==> src/rtl/sparse_phase_profiler.sv <==
// Phase monitor/sequencer for sparse-tile streams: snoops write handshakes, waits for
// every channel's end-of-stream token, holds a programmable gap, then gates the read phase.
module sparse_phase_profiler #(
  parameter int                    DATA_WIDTH = 17,
  parameter int                    NUM_WR     = 1,
  parameter int                    NUM_RD     = 2,
  parameter int                    CNT_WIDTH  = 32,
  parameter int                    GAP_WIDTH  = 8,
  parameter logic [DATA_WIDTH-1:0] DONE_TOKEN = 17'h10100
) (
  input  logic                         clk,
  input  logic                         rst_n,
  input  logic                         clk_en,
  input  logic                         flush,
  input  logic [NUM_WR*DATA_WIDTH-1:0] wr_data,
  input  logic [NUM_WR-1:0]            wr_valid,
  input  logic [NUM_WR-1:0]            wr_ready,
  input  logic                         rd_trigger,
  input  logic [NUM_RD-1:0]            rd_done,
  input  logic [GAP_WIDTH-1:0]         gap_cfg,
  output logic                         read_gate,
  output logic [2:0]                   phase,
  output logic [CNT_WIDTH-1:0]         write_cycles,
  output logic [CNT_WIDTH-1:0]         read_cycles,
  output logic [NUM_WR-1:0]            eos_seen,
  output logic                         protocol_err
);

  typedef enum logic [2:0] {
    PH_IDLE  = 3'd0,
    PH_WRITE = 3'd1,
    PH_GAP   = 3'd2,
    PH_READ  = 3'd3,
    PH_DONE  = 3'd4
  } phase_e;

  phase_e                phase_r, phase_nx_s;
  logic [CNT_WIDTH-1:0]  wcnt_r, wcnt_nx_s;
  logic [CNT_WIDTH-1:0]  rcnt_r, rcnt_nx_s;
  logic [GAP_WIDTH-1:0]  gap_r, gap_nx_s;
  logic [NUM_WR-1:0]     eos_r, eos_nx_s;
  logic                  perr_r, perr_nx_s;
  logic                  gate_r, gate_nx_s;
  logic [NUM_WR-1:0]     hs_s, eos_hs_s;
  logic                  all_eos_s;

  function automatic logic [CNT_WIDTH-1:0] sat_inc(input logic [CNT_WIDTH-1:0] v);
    if (v == {CNT_WIDTH{1'b1}}) begin
      sat_inc = v;
    end else begin
      sat_inc = v + {{(CNT_WIDTH-1){1'b0}}, 1'b1};
    end
  endfunction

  for (genvar i = 0; i < NUM_WR; i++) begin : g_hs
    assign hs_s[i]     = wr_valid[i] & wr_ready[i];
    assign eos_hs_s[i] = hs_s[i] & (wr_data[i*DATA_WIDTH +: DATA_WIDTH] == DONE_TOKEN);
  end

  // Final tokens landing on the same edge as the last outstanding ones still complete the phase.
  assign all_eos_s = &(eos_r | eos_hs_s);

  // Next-state and next-counter logic for the phase sequencer.
  always_comb begin
    phase_nx_s = phase_r;
    wcnt_nx_s  = wcnt_r;
    rcnt_nx_s  = rcnt_r;
    gap_nx_s   = gap_r;
    eos_nx_s   = eos_r;
    perr_nx_s  = perr_r;
    case (phase_r)
      PH_IDLE: begin
        if (|wr_valid) begin
          wcnt_nx_s = sat_inc(wcnt_r);
          eos_nx_s  = eos_r | eos_hs_s;
          if (all_eos_s) begin
            phase_nx_s = PH_GAP;
            gap_nx_s   = gap_cfg;
          end else begin
            phase_nx_s = PH_WRITE;
          end
        end else begin
          phase_nx_s = PH_IDLE;
        end
      end
      PH_WRITE: begin
        wcnt_nx_s = sat_inc(wcnt_r);
        eos_nx_s  = eos_r | eos_hs_s;
        perr_nx_s = perr_r | (|(hs_s & eos_r));
        if (all_eos_s) begin
          phase_nx_s = PH_GAP;
          gap_nx_s   = gap_cfg;
        end else begin
          phase_nx_s = PH_WRITE;
        end
      end
      PH_GAP: begin
        if (gap_r != {GAP_WIDTH{1'b0}}) begin
          gap_nx_s = gap_r - {{(GAP_WIDTH-1){1'b0}}, 1'b1};
        end else if (rd_trigger) begin
          phase_nx_s = PH_READ;
        end else begin
          phase_nx_s = PH_GAP;
        end
      end
      PH_READ: begin
        if (&rd_done) begin
          phase_nx_s = PH_DONE;
        end else begin
          rcnt_nx_s = sat_inc(rcnt_r);
        end
      end
      PH_DONE: begin
        phase_nx_s = PH_DONE;
      end
      default: begin
        phase_nx_s = PH_IDLE;
      end
    endcase
    gate_nx_s = (phase_nx_s == PH_READ) || (phase_nx_s == PH_DONE);
  end

  // State and counter registers; flush only acts while clk_en is high.
  always_ff @(posedge clk or negedge rst_n) begin
    if (!rst_n) begin
      phase_r <= PH_IDLE;
      wcnt_r  <= {CNT_WIDTH{1'b0}};
      rcnt_r  <= {CNT_WIDTH{1'b0}};
      gap_r   <= {GAP_WIDTH{1'b0}};
      eos_r   <= {NUM_WR{1'b0}};
      perr_r  <= 1'b0;
      gate_r  <= 1'b0;
    end else if (clk_en) begin
      if (flush) begin
        phase_r <= PH_IDLE;
        wcnt_r  <= {CNT_WIDTH{1'b0}};
        rcnt_r  <= {CNT_WIDTH{1'b0}};
        gap_r   <= {GAP_WIDTH{1'b0}};
        eos_r   <= {NUM_WR{1'b0}};
        perr_r  <= 1'b0;
        gate_r  <= 1'b0;
      end else begin
        phase_r <= phase_nx_s;
        wcnt_r  <= wcnt_nx_s;
        rcnt_r  <= rcnt_nx_s;
        gap_r   <= gap_nx_s;
        eos_r   <= eos_nx_s;
        perr_r  <= perr_nx_s;
        gate_r  <= gate_nx_s;
      end
    end
  end

  assign phase        = phase_r;
  assign read_gate    = gate_r;
  assign write_cycles = wcnt_r;
  assign read_cycles  = rcnt_r;
  assign eos_seen     = eos_r;
  assign protocol_err = perr_r;

endmodule

==> config.mk <==
export PLATFORM = sky130hd
export DESIGN_NAME = sparse_phase_profiler
export DESIGN_NICKNAME = d
export VERILOG_FILES = /design/src/rtl/sparse_phase_profiler.sv
export SDC_FILE = /design/constraint.sdc
export NUM_CORES = 1
export LEC_CHECK = 0
export ABC_AREA = 1
export CAP_MARGIN = 20
export CORE_MARGIN = 3
export CORE_UTILIZATION = 48
export DETAILED_ROUTE_END_ITERATION = 10
export HOLD_SLACK_MARGIN = 0.12
export PLACE_DENSITY = 0.74
export SLEW_MARGIN = 15
export SYNTH_ARGS = -nofsm -noshare
export SYNTH_HDL_FRONTEND = slang
export SYNTH_SLANG_ARGS = --single-unit
==> constraint.sdc <==
create_clock -name clk -period 3.25 [get_ports clk]
set_input_delay 0.4875 -clock clk [delete_from_list [all_inputs] [get_ports clk]]
set_output_delay 0.4875 -clock clk [all_outputs]
set_load 0.02 [all_outputs]
==> summary.txt, run 1 <==
STA
  – Final setup viols: 0
  – Max-slew violations: 0
  – RSZ-0062 raised after global routing: false
  – Slew headroom: 0.582
  – WHS: 0.510 ns
  – Tcrit/Tclk final: 0.738
  – Clock Skews: between 0.008 and 0.009 ns
  – Period minus WS final: roughly 2.4 ns
  – Peak Freq: 0.417 GHz
  – Hold Fails Final Rpt: 0
  – Total negative slack: 0 ns
  – Tightest Pin Transition: 0.627 ns

Setup path
  – Crit path max-delay family: simple AND/OR/NAND/NOR gates
  – CP Capture Type: flip-flop
  – Worst-path cell chain: ha_1 -> nand3_1 -> inv_1 -> nand2_1 -> nor2_2 -> nand3_1 -> nand3b_4 -> inv_2 -> nand2_1 -> nand2_1
  – Worst r2r dst: read_cycles[15]
  – Reg-to-Reg Start: read_cycles[0]
  – Data arrival time of the worst path: between 2 and 3 ns
  – Critical Path Max Stage Delay: between 0.4 and 0.5 ns
  – Worst Reg2Reg Path Length in Cells: 10
  – Setup crit end: read_cycles[15]
  – Worst Path Max Fanout: 55
  – Worst R2R Setup Slack: roughly 0.85 ns
  – Slowest CP cell: nand3b_4
  – Startpoint Class: flip-flop
  – Crit Path Class: reg2reg
  – CP Depth: 10
  – Worst Path Required: 3.48 ns
  – Buf/Inv on CP: 2
  – Critical Path Start: read_cycles[0]
  – CP most frequent cell: nand2_1

Placement
  – HPWL after detailed placement: about 11000 um
  – Placed cells: ~1100
  – # port buffers: 103
  – GPL Wtd Cong: slightly below 1

Power and ir drop
  – Int Power: around 1.8 mW
  – Tot Pwr: around 2.6 mW
  – Switch share: 0.283
  – Clock network power share: 0.397
  – Sequential power share: 0.432
  – Leak pwr: roughly 2.9 nW
  – Pwr/cell area: about 370 mW/mm^2
  – Peak VDD IR: approximately 0.35 mV
  – Combinational power share: 0.172
  – Sw Pwr: 724 uW

Clock network
  – Post-CTS Resized: 0
  – CTS sink cnt: just under 80
  – Cts bufs inserted: 9
  – Later-pin clock latency in the skew report: about 0.34 ns
  – CTS tree: yes
  – CTS HTree Levels: 3
  – CTS clk-pin slew, worst paths: roughly 0.060 ns
  – Root Driver: clkbuf_16
  – Clk buf depth: 2

Synthesis
  – Most frequent cell after synthesis: nand2_1
  – Cell Area, Synth: roughly 0.0055 mm^2
  – Top post-synthesis cells by area: dfrtp_1, nand2_1, nand3_1, nor2_1, inv_1
  – Seq/Total Area, Yosys: 0.354
  – Register bit total from synthesis: 78
  – Synthesized net count: roughly 890
  – Top cell type's share of synthesized area: 0.354
  – Post-synth ARST share: 1.00
  – Commonest cells post-synth: nand2_1, nor2_1, nand3_1
  – Main synth FF type: dfrtp_1
  – Post-synthesis average cell area: ~6.4 um^2
  – Distinct cells, synth: 33
  – Post-synthesis cell count: around 860
  – Ys Warns: 0
  – Area leader, netlist: dfrtp_1
  – Post-synth EDFFs: 0

Global route
  – GRT busiest layer: met1
  – Antenna violations before repair: 0
  – First-pass GRT wire length: 26400 um
  – Grt met3 use: 0.0396
  – Vias in the first global route: 5325
  – Congestion Overflow GR: 0
  – Pin count of the biggest net entering global routing: 79
  – Met1 usage: 0.378
  – GRT Util Overall: 0.251
  – GR Layer Usage met2: 0.369

Floorplanning
  – DIE WIDTH: between 100 and 150 um
  – Die H: approximately 110 um
  – Cell Rows: 38
  – Die Area: around 0.013 mm^2
  – Starting Density: 0.500
  – Io pins: between 100 and 150
  – Core area: 0.0110 mm^2

Layout
  – Layout cell share with drive strength beyond 1: 0.0502
  – Layout area overhead: 25.4%
  – Footprint of the multi-input gates: slightly above 0.003 mm^2
  – Register area: a little under 0.002 mm^2
  – # fillers: 1070
  – Ant diodes: 0
  – Layout Cells excl Fill: ~1100
  – Final #Nets: 990

Worst hold path
  – Hold WC Path Type: reg2reg

Detailed routing
  – Antenna Nets Post-Route: 0
  – Routed WL: about 15000 um
  – DR WL/cell: approximately 14 um
  – Via Count: approximately 5800
  – Starting DRC count in detailed routing: 447
  – Drt pass-1 iters: 7
  – Post-DR vias/cell: between 5 and 6
  – DRC viols: 0

Run
  – Max_cap viols: 0

Run status
  – Status: finished, final reports clean
timing repair:
item | in CTS | in global routing
setup endpoints to repair | 0 | 0
endpoints found under the hold margin | 0 | 18
buffers inserted | 0 | 0
hold buffers | 0 | 1
tightest hold or removal path, stage by stage (launching register included):
cell	delay, ns
dfrtp_1	0.36
nand2_1	0.06
nand2_1	0.06
layout make-up:
type	count	area share
clock buffer	13	0.0376
inverter	78	0.0423
timing repair buffer	109	0.159
tap	140	0.0253
sequential	78	0.282
multi-input combinational	677	0.450
clock inverter	1	0.00434
worst min path at each step:
stage          startpoint              to  slack, ns  cells past startpoint
5_1_grt          gap_r[1]        gap_r[1]       0.55                      2
3_3_place_gp    read_gate       read_gate       0.49                      2
3_5_place_dp     gap_r[1]        gap_r[1]       0.50                      2
6_report         gap_r[1]        gap_r[1]       0.51                      2
2_1_floorplan       rst_n        eos_seen       0.19                      0
4_1_cts             rst_n  read_cycles[5]       0.37                      1
through the flow:
stage	worst slack (ns)	utilization	cell area, um^2
floorplan	1.39	-	5510
finish	0.850	0.627	6910
detailed placement	0.767	0.597	6590
CTS	0.859	0.623	6880
global placement	0.807	0.597	6590
global route	0.520	0.627	6910
state kept, by name (all words and copies together) (netlist names):
signal        flops
eos_seen          1
gap_r             8
phase             3
protocol_err      1
read_cycles      32
read_gate         1
write_cycles     32
placed cells by master, fill, tap and decap left out, types with 2 or more instances in the layout:
| cell | count |
|---|---|
| nand3b_1 | 5 |
| nand4_1 | 12 |
| nor2_2 | 2 |
| nor3_4 | 2 |
| a31oi_1 | 2 |
| inv_2 | 4 |
| o21ai_0 | 43 |
| inv_1 | 74 |
| nand3_1 | 107 |
| clkdlybuf4s50_1 | 102 |
| nand2_1 | 302 |
| a21o_1 | 4 |
| nand2_2 | 2 |
| dfrtp_1 | 78 |
| a21oi_1 | 4 |
| xnor2_1 | 5 |
| nand3b_4 | 2 |
| ha_1 | 3 |
| nor3_1 | 17 |
| nor3_2 | 2 |
| clkbuf_8 | 2 |
| clkbuf_1 | 2 |
| or2_2 | 11 |
| o21ai_1 | 27 |
| nor2_4 | 2 |
| nor2_1 | 109 |
| buf_4 | 5 |
| clkbuf_16 | 9 |
| xor2_1 | 9 |
kinds of logic after synthesis:
family                   Yosys count  share of synthesized area
AND/OR/NAND/NOR                  579                      0.458
flip-flops                        78                      0.354
buffers and inverters            100                     0.0820
AO/OA/AOI/OAI                     81                     0.0765
XOR/XNOR                          14                     0.0222
adder cells (fa/ha/maj)            3                    0.00681
metal layers:
layer	share of wire	routed length (um)
met1	0.48	7390
met2	0.45	6960
met3	0.057	883
met4	0.017	259
met5	0	0
power groups by stage:
stage	Sequential [mW]	Combinational (mW)	Clock, mW
after global placement	1.12	0.428	0
after detailed placement	1.12	0.437	0
after CTS	1.10	0.438	1.04
after floorplan	1.12	0.273	0
final	1.10	0.439	1.02
after global routing	1.11	0.497	1.08
Power figures use the tool's default switching activity.
==> run 2: changes to the inputs <==
--- a/config.mk
+++ b/config.mk
@@ -11,7 +11,7 @@
 export CORE_UTILIZATION = 48
 export DETAILED_ROUTE_END_ITERATION = 10
 export HOLD_SLACK_MARGIN = 0.12
-export PLACE_DENSITY = 0.74
+export PLACE_DENSITY = 0.77
 export SLEW_MARGIN = 15
 export SYNTH_ARGS = -nofsm -noshare
 export SYNTH_HDL_FRONTEND = slang
==> constraint.sdc (replaced) <==
create_clock -name clk -period 1.9 [get_ports clk]
set_input_delay 0.285 -clock clk [delete_from_list [all_inputs] [get_ports clk]]
set_output_delay 0.285 -clock clk [all_outputs]
set_load 0.02 [all_outputs]
==> summary.txt, run 2 (synthesized netlist as in run 1, its figures left out) <==
Run status
  – Status: finished, final reports clean

Layout
  – Most frequent cells in the layout: nand2_1, nand3_1, nor2_1, clkdlybuf4s50_1, dfrtp_1
  – Ant diodes: 0 (unchanged)
  – Final #Nets: 1033 (+4.3%)
  – # fillers: 1014 (-5.2%)
  – Layout cell share with drive strength beyond 1: 0.0999 (+0.0497)
  – Layout area overhead: 31.9%
  – Commonest non-fill, non-tap cell in the layout: nand2_1

Floorplanning
  – DIE WIDTH: 113 um (unchanged)
  – Io pins: 104 (unchanged)
  – Core area: 0.0110 mm^2 (unchanged)
  – Die H: 113 um (unchanged)
  – Starting Density: 0.500 (unchanged)
  – Cell Rows: 38 (unchanged)
  – Die Area: 0.0128 mm^2 (unchanged)

Setup path
  – Data arrival time of the worst path: 1.55 ns (-1.08 ns)
  – Worst Reg2Reg Path Length in Cells: 9 (-1)
  – Worst Path Max Fanout: 4 (-93%)
  – Crit Path Class: reg2out
  – Worst R2R Setup Slack: 0.13 ns (-0.72 ns)
  – Worst r2r dst: read_cycles[15]
  – Startpoint Class: flip-flop
  – Reg-to-Reg Start: read_cycles[1]
  – CP Capture Type: output pin
  – Worst Path Required: 1.62 ns (-1.86 ns)

Global route
  – Vias in the first global route: 5565 (+4.5%)
  – Pin count of the biggest net entering global routing: 37 (-53%)
  – Congestion Overflow GR: 0 (unchanged)
  – GRT Util Overall: 0.257 (+0.00621)
  – First-pass GRT wire length: 26800 um (+1.6%)
  – Antenna violations before repair: 0 (unchanged)

STA
  – Period minus WS final: 1.84 ns
  – Final setup viols: 0 (unchanged)
  – Clock Skews: 0.00844 ns (+0.0000103 ns)
  – Slew headroom: 0.675 (+0.0931)
  – Tcrit/Tclk final: 0.966
  – Peak Freq: about 0.54 GHz
  – RSZ-0062 raised after global routing: false
  – Max-slew violations: 0 (unchanged)
  – Tightest Pin Transition: 0.484 ns (-0.143 ns)
  – WHS: 0.391 ns (-0.119 ns)
  – Total negative slack: 0 ns (unchanged)
  – Hold Fails Final Rpt: 0 (unchanged)

Clock network
  – Clk buf depth: 2 (unchanged)
  – CTS clk-pin slew, worst paths: 0.06 ns (about the same)
  – CTS tree: yes
  – Root Driver: clkbuf_16
  – Later-pin clock latency in the skew report: 0.35 ns (about the same)
  – CTS sink cnt: 78 (unchanged)
  – Cts bufs inserted: 9 (unchanged)
  – CTS HTree Levels: 3 (unchanged)

Detailed routing
  – Drt pass-1 iters: 5 (-2)
  – Starting DRC count in detailed routing: 474 (+6.0%)
  – Via Count: 6078 (+4.8%)
  – Met1 WL: 7300 um (-1.3%)
  – DRC viols: 0 (unchanged)
  – Post-DR vias/cell: 5.33 (+0.63%)
  – Routed WL: 16100 um (+3.6%)
  – DR WL met3: 1330 um (+51%)
  – DR WL/cell: 14.1 um (-0.49%)
  – Antenna Nets Post-Route: 0 (unchanged)
  – DR WL met2: 7240 um (+4.0%)
  – Top sig layer: met4

Power and ir drop
  – Peak VDD IR: 0.542 mV (+56%)
  – Leak pwr: 3.13 nW (+7.8%)
  – Pwr/cell area: 595 mW/mm^2 (+61%)

Worst hold path
  – Hold WC Path Type: in2async

Run
  – Max_cap viols: 0 (unchanged)

Placement
  – HPWL after detailed placement: 12100 um (+7.1%)
  – GPL Wtd Cong: 0.998 (+2.9%)
  – # port buffers: 103 (unchanged)
==> run 2: cell types whose count changed in the layout (fill, tap and decap cells not counted), sizes merged <==
cell,before,now
clkbuf,13,12
clkinvlp,0,1
bufinv,1,0
buf,6,49
clkinv,0,3
==> run 2: worst max-delay path by stage <==
stage / start / end / slack (ns) / cells after the start
global route: write_cycles[0] / write_cycles[15] / 0.003 / 8
detailed placement: wr_valid / gap_r[7] / 0.08 / 11
finish: read_cycles[18] / read_cycles[18] / 0.06 / 2
global placement: flush / read_cycles[22] / 0.12 / 7
CTS: read_cycles[2] / read_cycles[15] / 0.04 / 8
floorplan: read_cycles[0] / read_cycles[22] / 0.04 / 9
==> run 2: final cells by class <==
class                      instances  area, um^2  share of cell area
clock buffer                      12         246              0.0339
clock inverter                     4        22.5             0.00310
inverter                          78         293              0.0403
multi-input combinational        677        3120               0.429
sequential                        78        1950               0.269
tap                              140         175              0.0241
timing repair buffer             152        1460               0.201
==> run 2: worst max-delay path: stages (launching register included) <==
cell	delay, ns
dfrtp_1	0.42
buf_4	0.16
clkdlybuf4s50_1	0.63
==> run 2: per-stage QoR <==
stage / cells / setup slack, ns / utilization / instance area (um^2) / total power, mW
5_1_grt: 1141 / 0.00316 / 0.659 / 7270 / 4.56
2_1_floorplan: 855 / 0.0377 / - / 5510 / 2.39
4_1_cts: 1139 / 0.0425 / 0.657 / 7240 / 4.35
3_5_place_dp: 1122 / 0.0766 / 0.631 / 6960 / 2.74
6_report: 1141 / 0.0648 / 0.659 / 7270 / 4.32
3_3_place_gp: 1122 / 0.120 / 0.631 / 6960 / 2.73
==> run 2: power by group <==
part / switching [mW] / internal (mW) / total [mW] / leakage, nW
Sequential: 0.101 / 1.76 / 1.86 / 1.08
Combinational: 0.487 / 0.375 / 0.862 / 1.92
Clock: 0.692 / 0.914 / 1.61 / 0.132
==> run 2: metal layers <==
| metal | track usage | vias up |
|---|---|---|
| met2 | 0.402 | 240 |
| met1 | 0.366 | 2782 |
| met4 | 0.0689 | 0 |
| met5 | 0 | - |
| met3 | 0.0492 | 20 |
| li1 | - | 3036 |
==> run 2: repair_timing <==
action / in CTS / in global routing
gates resized for setup: 0 / 7
setup endpoints to repair: 0 / 17
buffers inserted: 0 / 2
hold buffers: 1 / 0
endpoints found under the hold margin: 24 / 0
